`config.mk`:
```
export PLATFORM = sky130hd
export DESIGN_NAME = risc32_prog_loader
export DESIGN_NICKNAME = d
export VERILOG_FILES = /design/src/rtl/risc32_prog_loader.sv
export SDC_FILE = /design/constraint.sdc
export NUM_CORES = 1
export LEC_CHECK = 0
export ABC_AREA = 0
export BUFFER_PORTS_ARGS = -buffer_cell sky130_fd_sc_hd__buf_2
export CORE_AREA = 2 2 104 106
export CTS_CLUSTER_DIAMETER = 50
export CTS_CLUSTER_SIZE = 16
export DETAILED_ROUTE_END_ITERATION = 12
export DIE_AREA = 0 0 106 108
export GPL_ROUTABILITY_DRIVEN = 1
export REMOVE_ABC_BUFFERS = 1
export SYNTH_ARGS = -nofsm -noshare
export SYNTH_HDL_FRONTEND = slang
export SYNTH_SLANG_ARGS = --single-unit
```
`constraint.sdc`:
```
create_clock -name clk -period 2.6 [get_ports clk]
set_input_delay 0.65 -clock clk [delete_from_list [all_inputs] [get_ports clk]]
set_output_delay 0.65 -clock clk [all_outputs]
set_load 0.05 [all_outputs]
```
`src/rtl/risc32_prog_loader.sv`:
```
// rtl/risc32_prog_loader.sv - boot-time byte-stream program loader for the Risc32 core
//
// Assembles big-endian 32-bit words from a valid/ready byte stream and writes
// them into instruction memory (im) or data memory (dm). It also gates the core
// through cpu_run.
//
// Ports:
//   clk, rst_n                  clock, asynchronous active-low reset
//   in_valid, in_data, in_ready byte stream in (transfer = in_valid & in_ready)
//   mem_we, mem_sel             one-cycle write strobe; 0 = im, 1 = dm
//   mem_addr, mem_wdata         word address and data for the write
//   cpu_run                     1 = core may advance PC
//   err_cmd, err_oob            sticky: unknown command / out-of-range address
//   err_csum                    sticky: frame checksum mismatch (LOADER_CHECKSUM_EN only)
//   busy                        FSM not in IDLE
//
// Optional feature macro: LOADER_CHECKSUM_EN. When defined, each load frame
// ends with a trailing XOR byte over all of its data bytes.

module risc32_prog_loader #(
    parameter int IMEM_DEPTH = 16,
    parameter int DMEM_DEPTH = 16,
    parameter int ADDR_W     = 16
) (
    input  logic              clk,
    input  logic              rst_n,
    input  logic              in_valid,
    input  logic [7:0]        in_data,
    output logic              in_ready,
    output logic              mem_we,
    output logic              mem_sel,
    output logic [ADDR_W-1:0] mem_addr,
    output logic [31:0]       mem_wdata,
    output logic              cpu_run,
    output logic              err_cmd,
    output logic              err_oob,
`ifdef LOADER_CHECKSUM_EN
    output logic              err_csum,
`endif
    output logic              busy
);

    localparam logic [7:0] CMD_LOAD_IM = 8'hA5;
    localparam logic [7:0] CMD_LOAD_DM = 8'h5A;
    localparam logic [7:0] CMD_RUN     = 8'hC3;
    localparam logic [7:0] CMD_HALT    = 8'h3C;

    typedef enum logic [2:0] {
        S_IDLE,
        S_ADDR,
        S_CNT,
        S_DATA,
        S_WRITE,
        S_CSUM
    } state_t;

    state_t            state_q, state_d;
    logic [1:0]        idx_q;
    logic [ADDR_W-1:0] addr_q;
    logic [ADDR_W-1:0] cnt_q;
    logic [31:0]       word_q;
    logic              sel_q;
    logic              run_q;
    logic              err_cmd_q;
    logic              err_oob_q;
    logic              rdy_en_q;
    logic              csum_err;
    logic              xfer;
    logic              in_range;
    logic              is_load;
    logic [ADDR_W-1:0] cnt_next;
    state_t            frame_end;

    // rdy_en_q keeps in_ready low while reset is held, and for the first clock after release.
    assign in_ready = rdy_en_q && (state_q != S_WRITE);
    assign xfer     = in_valid && in_ready;
    assign is_load  = (in_data == CMD_LOAD_IM) || (in_data == CMD_LOAD_DM);
    assign cnt_next = {cnt_q[ADDR_W-9:0], in_data};
    assign in_range = sel_q ? (addr_q < ADDR_W'(DMEM_DEPTH))
                            : (addr_q < ADDR_W'(IMEM_DEPTH));

`ifdef LOADER_CHECKSUM_EN
    logic [7:0] csum_q;
    logic       err_csum_q;
    assign frame_end = S_CSUM;
    assign csum_err  = err_csum_q;
    assign err_csum  = err_csum_q;
`else
    assign frame_end = S_IDLE;
    assign csum_err  = 1'b0;
`endif

    assign mem_we    = (state_q == S_WRITE) && in_range;
    assign mem_sel   = sel_q;
    assign mem_addr  = addr_q;
    assign mem_wdata = word_q;
    assign cpu_run   = run_q;
    assign err_cmd   = err_cmd_q;
    assign err_oob   = err_oob_q;
    assign busy      = (state_q != S_IDLE);

    always_ff @(posedge clk or negedge rst_n) begin
        if (!rst_n) begin
            state_q <= S_IDLE;
        end else begin
            state_q <= state_d;
        end
    end

    always_comb begin
        state_d = state_q;
        case (state_q)
            S_IDLE:  if (xfer && is_load) state_d = S_ADDR;
            S_ADDR:  if (xfer && idx_q == 2'd1) state_d = S_CNT;
            S_CNT:   if (xfer && idx_q == 2'd1)
                         state_d = (cnt_next == '0) ? frame_end : S_DATA;
            S_DATA:  if (xfer && idx_q == 2'd3) state_d = S_WRITE;
            S_WRITE: state_d = (cnt_q == ADDR_W'(1)) ? frame_end : S_DATA;
            S_CSUM:  if (xfer) state_d = S_IDLE;
            default: state_d = S_IDLE;
        endcase
    end

    always_ff @(posedge clk or negedge rst_n) begin
        if (!rst_n) begin
            idx_q     <= '0;
            addr_q    <= '0;
            cnt_q     <= '0;
            word_q    <= '0;
            sel_q     <= 1'b0;
            run_q     <= 1'b0;
            err_cmd_q <= 1'b0;
            err_oob_q <= 1'b0;
            rdy_en_q  <= 1'b0;
`ifdef LOADER_CHECKSUM_EN
            csum_q     <= '0;
            err_csum_q <= 1'b0;
`endif
        end else begin
            rdy_en_q <= 1'b1;
            if (state_q == S_WRITE) begin
                // Out-of-range words are dropped but the frame keeps its place.
                if (!in_range) err_oob_q <= 1'b1;
                addr_q <= addr_q + ADDR_W'(1);
                cnt_q  <= cnt_q - ADDR_W'(1);
            end else if (xfer) begin
                case (state_q)
                    S_IDLE: begin
                        if (is_load) begin
                            sel_q <= (in_data == CMD_LOAD_DM);
                            run_q <= 1'b0;
                            idx_q <= '0;
`ifdef LOADER_CHECKSUM_EN
                            csum_q <= '0;
`endif
                        end else if (in_data == CMD_RUN) begin
                            if (!csum_err) run_q <= 1'b1;
                        end else if (in_data == CMD_HALT) begin
                            run_q <= 1'b0;
                        end else begin
                            err_cmd_q <= 1'b1;
                        end
                    end
                    S_ADDR: begin
                        addr_q <= {addr_q[ADDR_W-9:0], in_data};
                        idx_q  <= (idx_q == 2'd1) ? 2'd0 : idx_q + 2'd1;
                    end
                    S_CNT: begin
                        cnt_q <= cnt_next;
                        idx_q <= (idx_q == 2'd1) ? 2'd0 : idx_q + 2'd1;
                    end
                    S_DATA: begin
                        word_q <= {word_q[23:0], in_data};
                        idx_q  <= idx_q + 2'd1;
`ifdef LOADER_CHECKSUM_EN
                        csum_q <= csum_q ^ in_data;
`endif
                    end
                    S_CSUM: begin
`ifdef LOADER_CHECKSUM_EN
                        if (in_data != csum_q) err_csum_q <= 1'b1;
`endif
                    end
                    default: ;
                endcase
            end
        end
    end

endmodule

```
==> flow_summary_export.csv, run 1 <==
group,metric,value,unit
routing,postRouteAntennaNets,0,
logic_synthesis,yosysMostFrequentCell,"dfrtp_1",
worst_hold_path,hp-class,"in -> async",
clock_network,cts_buffer_depth,2,
routing,route.detailed.wl_per_inst,16.4,um
clock_network,cts_inserted_buffers,9,
critical_path,rrSetupSlack,0.62,ns
global_route,grt-ovfl-total,0,
logic_synthesis,ys_seq_elements,74,
sta,hold_slack,0.222,ns
final_layout,nets,456,
global_route,grt_use_total,0.175,
clock_network,root_buffer,"clkbuf_8",
final_layout,syn2layout_area_growth,19.0,%
logic_synthesis,ys.flop_type,"dfrtp_1",
logic_synthesis,yosysWarnings,0,
logic_synthesis,synth_largest_area_cell,"dfrtp_1",
sta,finalCriticalPeriod,2.37,ns
critical_path,path_cells,"or3b_4 -> and2_1 -> buf_2",
job,max_cap_viol_count,0,
final_layout,multi_input_area,1860,sq um
sta,max_freq,422,MHz
sta,rsz0062_at_grt,"false",
global_route,grt_max_degree,46,
final_layout,drive_gt1_frac,0.315,
routing,drc_errors,0,
floorplan,die_w,106,um
logic_synthesis,synth_cell_type_count,59,
critical_path,path_class,"reg -> out",
place,place_congestion,0.828,
critical_path,cp-end-kind,"output port",
floorplan,rows,37,
routing,drt_pass1_iterations,4,
power,ir_worst_vdd,734,uV
critical_path,cp-start-kind,"register",
sta,slew_viol_final,0,
logic_synthesis,async_reset_ff_frac,1.00,
floorplan,core,10200,sq um
routing,num_vias,3215,
sta,hold_viol,0,
clock_network,cts_hold_buf,0,
final_layout,regArea,1850,sq um
power,leakage,1.99,nW
outcome,status,"complete, no violations",
global_route,antenna_found_initial,0,
clock_network,ctsResizeCount,0,
critical_path,r2r_cells,4,
logic_synthesis,synth_cells,369,
routing,viasPerCell,5.54,
floorplan,io_pins,66,
global_route,first_global_vias,3063,
critical_path,required,1.95,ns
final_layout,fin_util,0.446,
critical_path,reg2reg_to,"mem_addr[14]",
critical_path,slowest_stage,"or3b_4",
floorplan,dieArea,11400,sq um
sta,fin_crit_sh,0.912,
logic_synthesis,synthTopCellsByCount,"dfrtp_1, mux2_2, nor2_1, o21ai_0, nand2_1",
global_route,grt_first_pass_wirelength,15.8,mm
clock_network,cts_tree,"built",
clock_network,post_cts_buffers,0,
logic_synthesis,seq_area_frac_synth,0.483,
clock_network,clkLatencyLatePin,0.36,ns
sta,setup-tns-final,0,ns
clock_network,clkSinkCount,74,
place,portBuffers,65,
logic_synthesis,synth_area_leaders,"dfrtp_1, mux2_2, nor2_1",
sta,setup-violations-final,0,
final_layout,fillers,1008,
critical_path,r2r_start,"state_q[0]",
critical_path,path_max_fanout,9,
sta,slew_headroom,0.663,
floorplan,start_util,0.375,
sta,worstMarginPinSlew,0.501,ns
logic_synthesis,avgSynthCellArea,10.4,sq um
logic_synthesis,synth_edf_count,0,
sta,finClkSkew,0.0112,ns
routing,drt_iter0_drc,122,
logic_synthesis,syn_area,3840,sq um
floorplan,die_h,108,um
routing,routed_wl,9.49,mm
critical_path,slowest_delay,0.50,ns
clock_network,cts.clk_slew.worst_paths,0.09,ns
critical_path,cp.arrival,1.72,ns
clock_network,htree_num_levels,3,
power,power_density,1350,nW/um^2
final_layout,antenna_cells,0,
place,hpwl,6.71,mm
logic_synthesis,yosys.area.top_type_share,0.483,
cell usage in the layout (no fill, tap or decap), types with 3 or more instances in the layout:
master,count
dfrtp_1,74
buf_2,64
mux2_2,33
nor2_1,28
o21ai_0,20
nand2_1,19
nand3_1,18
nor3_1,15
inv_1,13
buf_4,12
a211oi_1,10
clkbuf_8,9
nor4_1,8
a21oi_1,7
o211ai_1,6
ha_1,6
and2_1,5
a31oi_1,5
nand4_1,5
and3_1,5
a311oi_1,5
o22ai_1,4
nor3b_1,4
or2_2,4
xnor2_1,4
inv_6,4
nand2b_1,3
nand3b_1,3
and4_1,3
nor4b_1,3
o311ai_0,3
metal layers:
metal	track usage	vias to the layer above	routed length [um]	share of wire
li1	-	1538	-	-
met1	0.242	1571	4480	0.47
met2	0.273	98	4400	0.46
met3	0.0422	8	490	0.052
met4	0.0555	0	119	0.013
met5	0	-	0	0
power by group:
part / internal (W) / switching (W)
Combinational: 0.000912 / 0.00207
Clock: 0.000459 / 0.000492
Sequential: 0.00167 / 0.000582
critical path, delay by kind of cell (launching register included):
kind | cells | cell delay [ns]
flops | 1 | 0.47
buf+inv | 1 | 0.20
simple gates | 2 | 0.69
sequential cells by signal (all words and copies together), names as in the netlist:
| signal | count |
|---|---|
| mem_wdata | 32 |
| cnt_q | 16 |
| mem_addr | 16 |
| state_q | 3 |
| idx_q | 2 |
| cpu_run | 1 |
| err_cmd | 1 |
| err_oob | 1 |
| mem_sel | 1 |
| rdy_en_q | 1 |
through the flow:
stage | instance area (sq um) | power [W] | cells | setup WS [ns]
2_1_floorplan | 3760 | 0.00442 | 351 | 0.195
3_3_place_gp | 4360 | 0.00519 | 564 | 0.458
3_5_place_dp | 4360 | 0.00526 | 564 | 0.409
4_1_cts | 4570 | 0.00622 | 580 | 0.204
5_1_grt | 4570 | 0.00655 | 580 | 0.113
6_report | 4570 | 0.00618 | 580 | 0.228
worst max path at each step:
| stage | startpoint | endpoint | slack (ns) |
|---|---|---|---|
| 2_1_floorplan | state_q[1] | mem_we | 0.19 |
| 3_3_place_gp | in_data[7] | idx_q[1] | 0.46 |
| 3_5_place_dp | in_data[7] | idx_q[1] | 0.41 |
| 4_1_cts | state_q[1] | busy | 0.20 |
| 5_1_grt | state_q[1] | busy | 0.11 |
| 6_report | state_q[0] | in_ready | 0.23 |
kinds of logic (layout without fill, tap and decap cells):
| kind of cell | Yosys count | after routing | share of synthesized area |
|---|---|---|---|
| flops | 74 | 74 | 0.483 |
| fa+ha+maj | 7 | 7 | 0.0222 |
| mux | 33 | 33 | 0.0968 |
| other cells | 1 | 1 | 0.000977 |
| buf+inv | 31 | 106 | 0.0329 |
| simple gates | 142 | 142 | 0.217 |
| xor+xnor | 5 | 5 | 0.0114 |
| compound gates | 76 | 76 | 0.136 |
cell type report:
class / count / share of cell area
clock buffer: 9 / 0.0271
tap: 136 / 0.0373
inverter: 13 / 0.0107
multi-input combinational: 264 / 0.407
sequential: 74 / 0.406
timing repair buffer: 77 / 0.0943
clock inverter: 7 / 0.0178
Note: power is estimated with default switching activity, not from simulation.
==> run 2, diff against run 1 <==
==> constraint.sdc (replaced) <==
create_clock -name clk -period 2.6 [get_ports clk]
set_input_delay 0.78 -clock clk [delete_from_list [all_inputs] [get_ports clk]]
set_output_delay 0.78 -clock clk [all_outputs]
set_load 0.05 [all_outputs]
==> flow_summary_export.csv, run 2 (synthesized netlist as in run 1, its figures left out) <==
group,metric,value,unit
final_layout,syn2layout_area_growth,19.2,%
sta,fin_crit_sh,0.964,
floorplan,start_util,0.375,
floorplan,core,10200,sq um
final_layout,layout_commonest_cell,"dfrtp_1",
sta,setup-tns-final,0,ns
place,place_inst,565,
final_layout,fillers,1012,
place,place_congestion,0.859,
critical_path,path_cells,"or3b_4 -> nor2_1 -> buf_2",
sta,finalCriticalPeriod,2.51,ns
clock_network,cts_hold_buf,0,
critical_path,crit_start,"state_q[1]",
critical_path,rrSetupSlack,0.61,ns
global_route,grt_use_total,0.176,
routing,drt_pass1_iterations,4,
critical_path,critPathCapture,"mem_we",
critical_path,slowest_delay,0.50,ns
clock_network,cts_buffer_depth,2,
power,ir_worst_vdd,620,uV
sta,max_freq,399,MHz
routing,drc_errors,0,
clock_network,cts.clk_slew.worst_paths,0.09,ns
clock_network,cts_inserted_buffers,9,
critical_path,r2r_cells,4,
clock_network,clkLatencyLatePin,0.36,ns
clock_network,post_cts_buffers,0,
critical_path,cp-end-kind,"output port",
sta,layout_setup_ws,0.0944,ns
routing,num_vias,3222,
clock_network,htree_num_levels,3,
global_route,grt_first_pass_wirelength,16.0,mm
final_layout,nets,457,
power,power_frac_clock,0.154,
floorplan,die_h,108,um
floorplan,die_w,106,um
final_layout,layout_common_cells,"dfrtp_1, buf_2, mux2_2",
critical_path,cp.arrival,1.73,ns
place,hpwl,6.86,mm
sta,slew_viol_final,0,
routing,routed_wl,9.49,mm
sta,finClkSkew,0.0135,ns
global_route,antenna_found_initial,0,
critical_path,r2r_start,"cnt_q[3]",
critical_path,cp-start-kind,"register",
sta,rsz0062_at_grt,"false",
power,power_frac_comb,0.481,
final_layout,antenna_cells,0,
floorplan,io_pins,66,
floorplan,dieArea,11400,sq um
critical_path,reg2reg_to,"cnt_q[11]",
routing,route.detailed.wl_per_inst,16.3,um
place,pre_cts_slack,0.311,ns
sta,worstMarginPinSlew,0.559,ns
global_route,first_global_vias,3047,
job,max_cap_viol_count,0,
sta,slew_headroom,0.624,
global_route,grt_max_degree,33,
final_layout,drive_gt1_frac,0.319,
power,switchingPower,0.00313,W
critical_path,path_max_fanout,9,
power,p_int,0.00304,W
final_layout,largest_reg_flops,32,
place,portBuffers,65,
critical_path,required,1.82,ns
floorplan,rows,37,
worst_hold_path,hp-class,"in -> async",
sta,hold_viol,0,
final_layout,final_cells,581,
outcome,status,"complete, no violations",
routing,viasPerCell,5.55,
global_route,grt-ovfl-total,0,
clock_network,ctsResizeCount,0,
routing,postRouteAntennaNets,0,
critical_path,slowest_stage,"or3b_4",
clock_network,clkSinkCount,74,
power,pwr-share-seq,0.365,
routing,drt_iter0_drc,201,
power,leakage,1.99,nW
sta,setup-violations-final,0,
power,power_density,1350,nW/um^2
critical_path,path_class,"reg -> out",
power,sw_frac_of_total,0.507,
clock_network,cts_tree,"built",
clock_network,root_buffer,"clkbuf_8",
[run 2: cell types whose count changed in the layout (fill, tap and decap cells not counted), sizes merged]
cell and change:
inv +1, clkinv -1, buf +1
[run 2: how the worst min path moves through the flow]
stage | to | slack [ns]
finish | cnt_q[12] | 0.31
global route | cnt_q[12] | 0.33
CTS | cnt_q[12] | 0.32
detailed placement | err_oob | 0.44
global placement | err_oob | 0.44
floorplan | cnt_q[0] | 0.48
[run 2: layer usage]
layer / global-route usage / vias to the layer above / part of all wire
met1: 0.240 / 1581 / 0.47
met5: 0 / - / 0
met2: 0.278 / 109 / 0.46
met3: 0.0368 / 9 / 0.052
li1: - / 1523 / -
met4: 0.0620 / 0 / 0.015
[run 2: worst max-delay path: cells and delay by family, from the launching register on]
kind / cells / cell delay, ns
flops: 1 / 0.48
buf+inv: 1 / 0.27
simple gates: 2 / 0.63
[run 2: metrics by stage]
stage	instance area (sq um)	hold WS, ns	total power [W]	utilization
floorplan	3760	0.484	0.00442	-
global placement	4370	0.441	0.00521	0.427
detailed placement	4370	0.442	0.00526	0.427
CTS	4570	0.321	0.00621	0.447
global route	4570	0.328	0.00656	0.447
finish	4570	0.312	0.00617	0.447
[run 2: area by class of cell]
| type | instances | area [sq um] | share of cell area |
|---|---|---|---|
| multi-input combinational | 264 | 1860 | 0.406 |
| sequential | 74 | 1850 | 0.405 |
| timing repair buffer | 78 | 438 | 0.0957 |
| tap | 136 | 170 | 0.0372 |
| clock buffer | 9 | 124 | 0.0271 |
| clock inverter | 7 | 81.3 | 0.0178 |
| inverter | 13 | 48.8 | 0.0107 |
[run 2: power groups by stage]
stage               Clock (W)  Combinational (W)  Sequential [W]
finish               0.000949            0.00297         0.00225
global route          0.00103            0.00318         0.00235
CTS                  0.000970            0.00300         0.00225
detailed placement          0            0.00300         0.00226
global placement            0            0.00296         0.00225
floorplan                   0           0.000974         0.00345
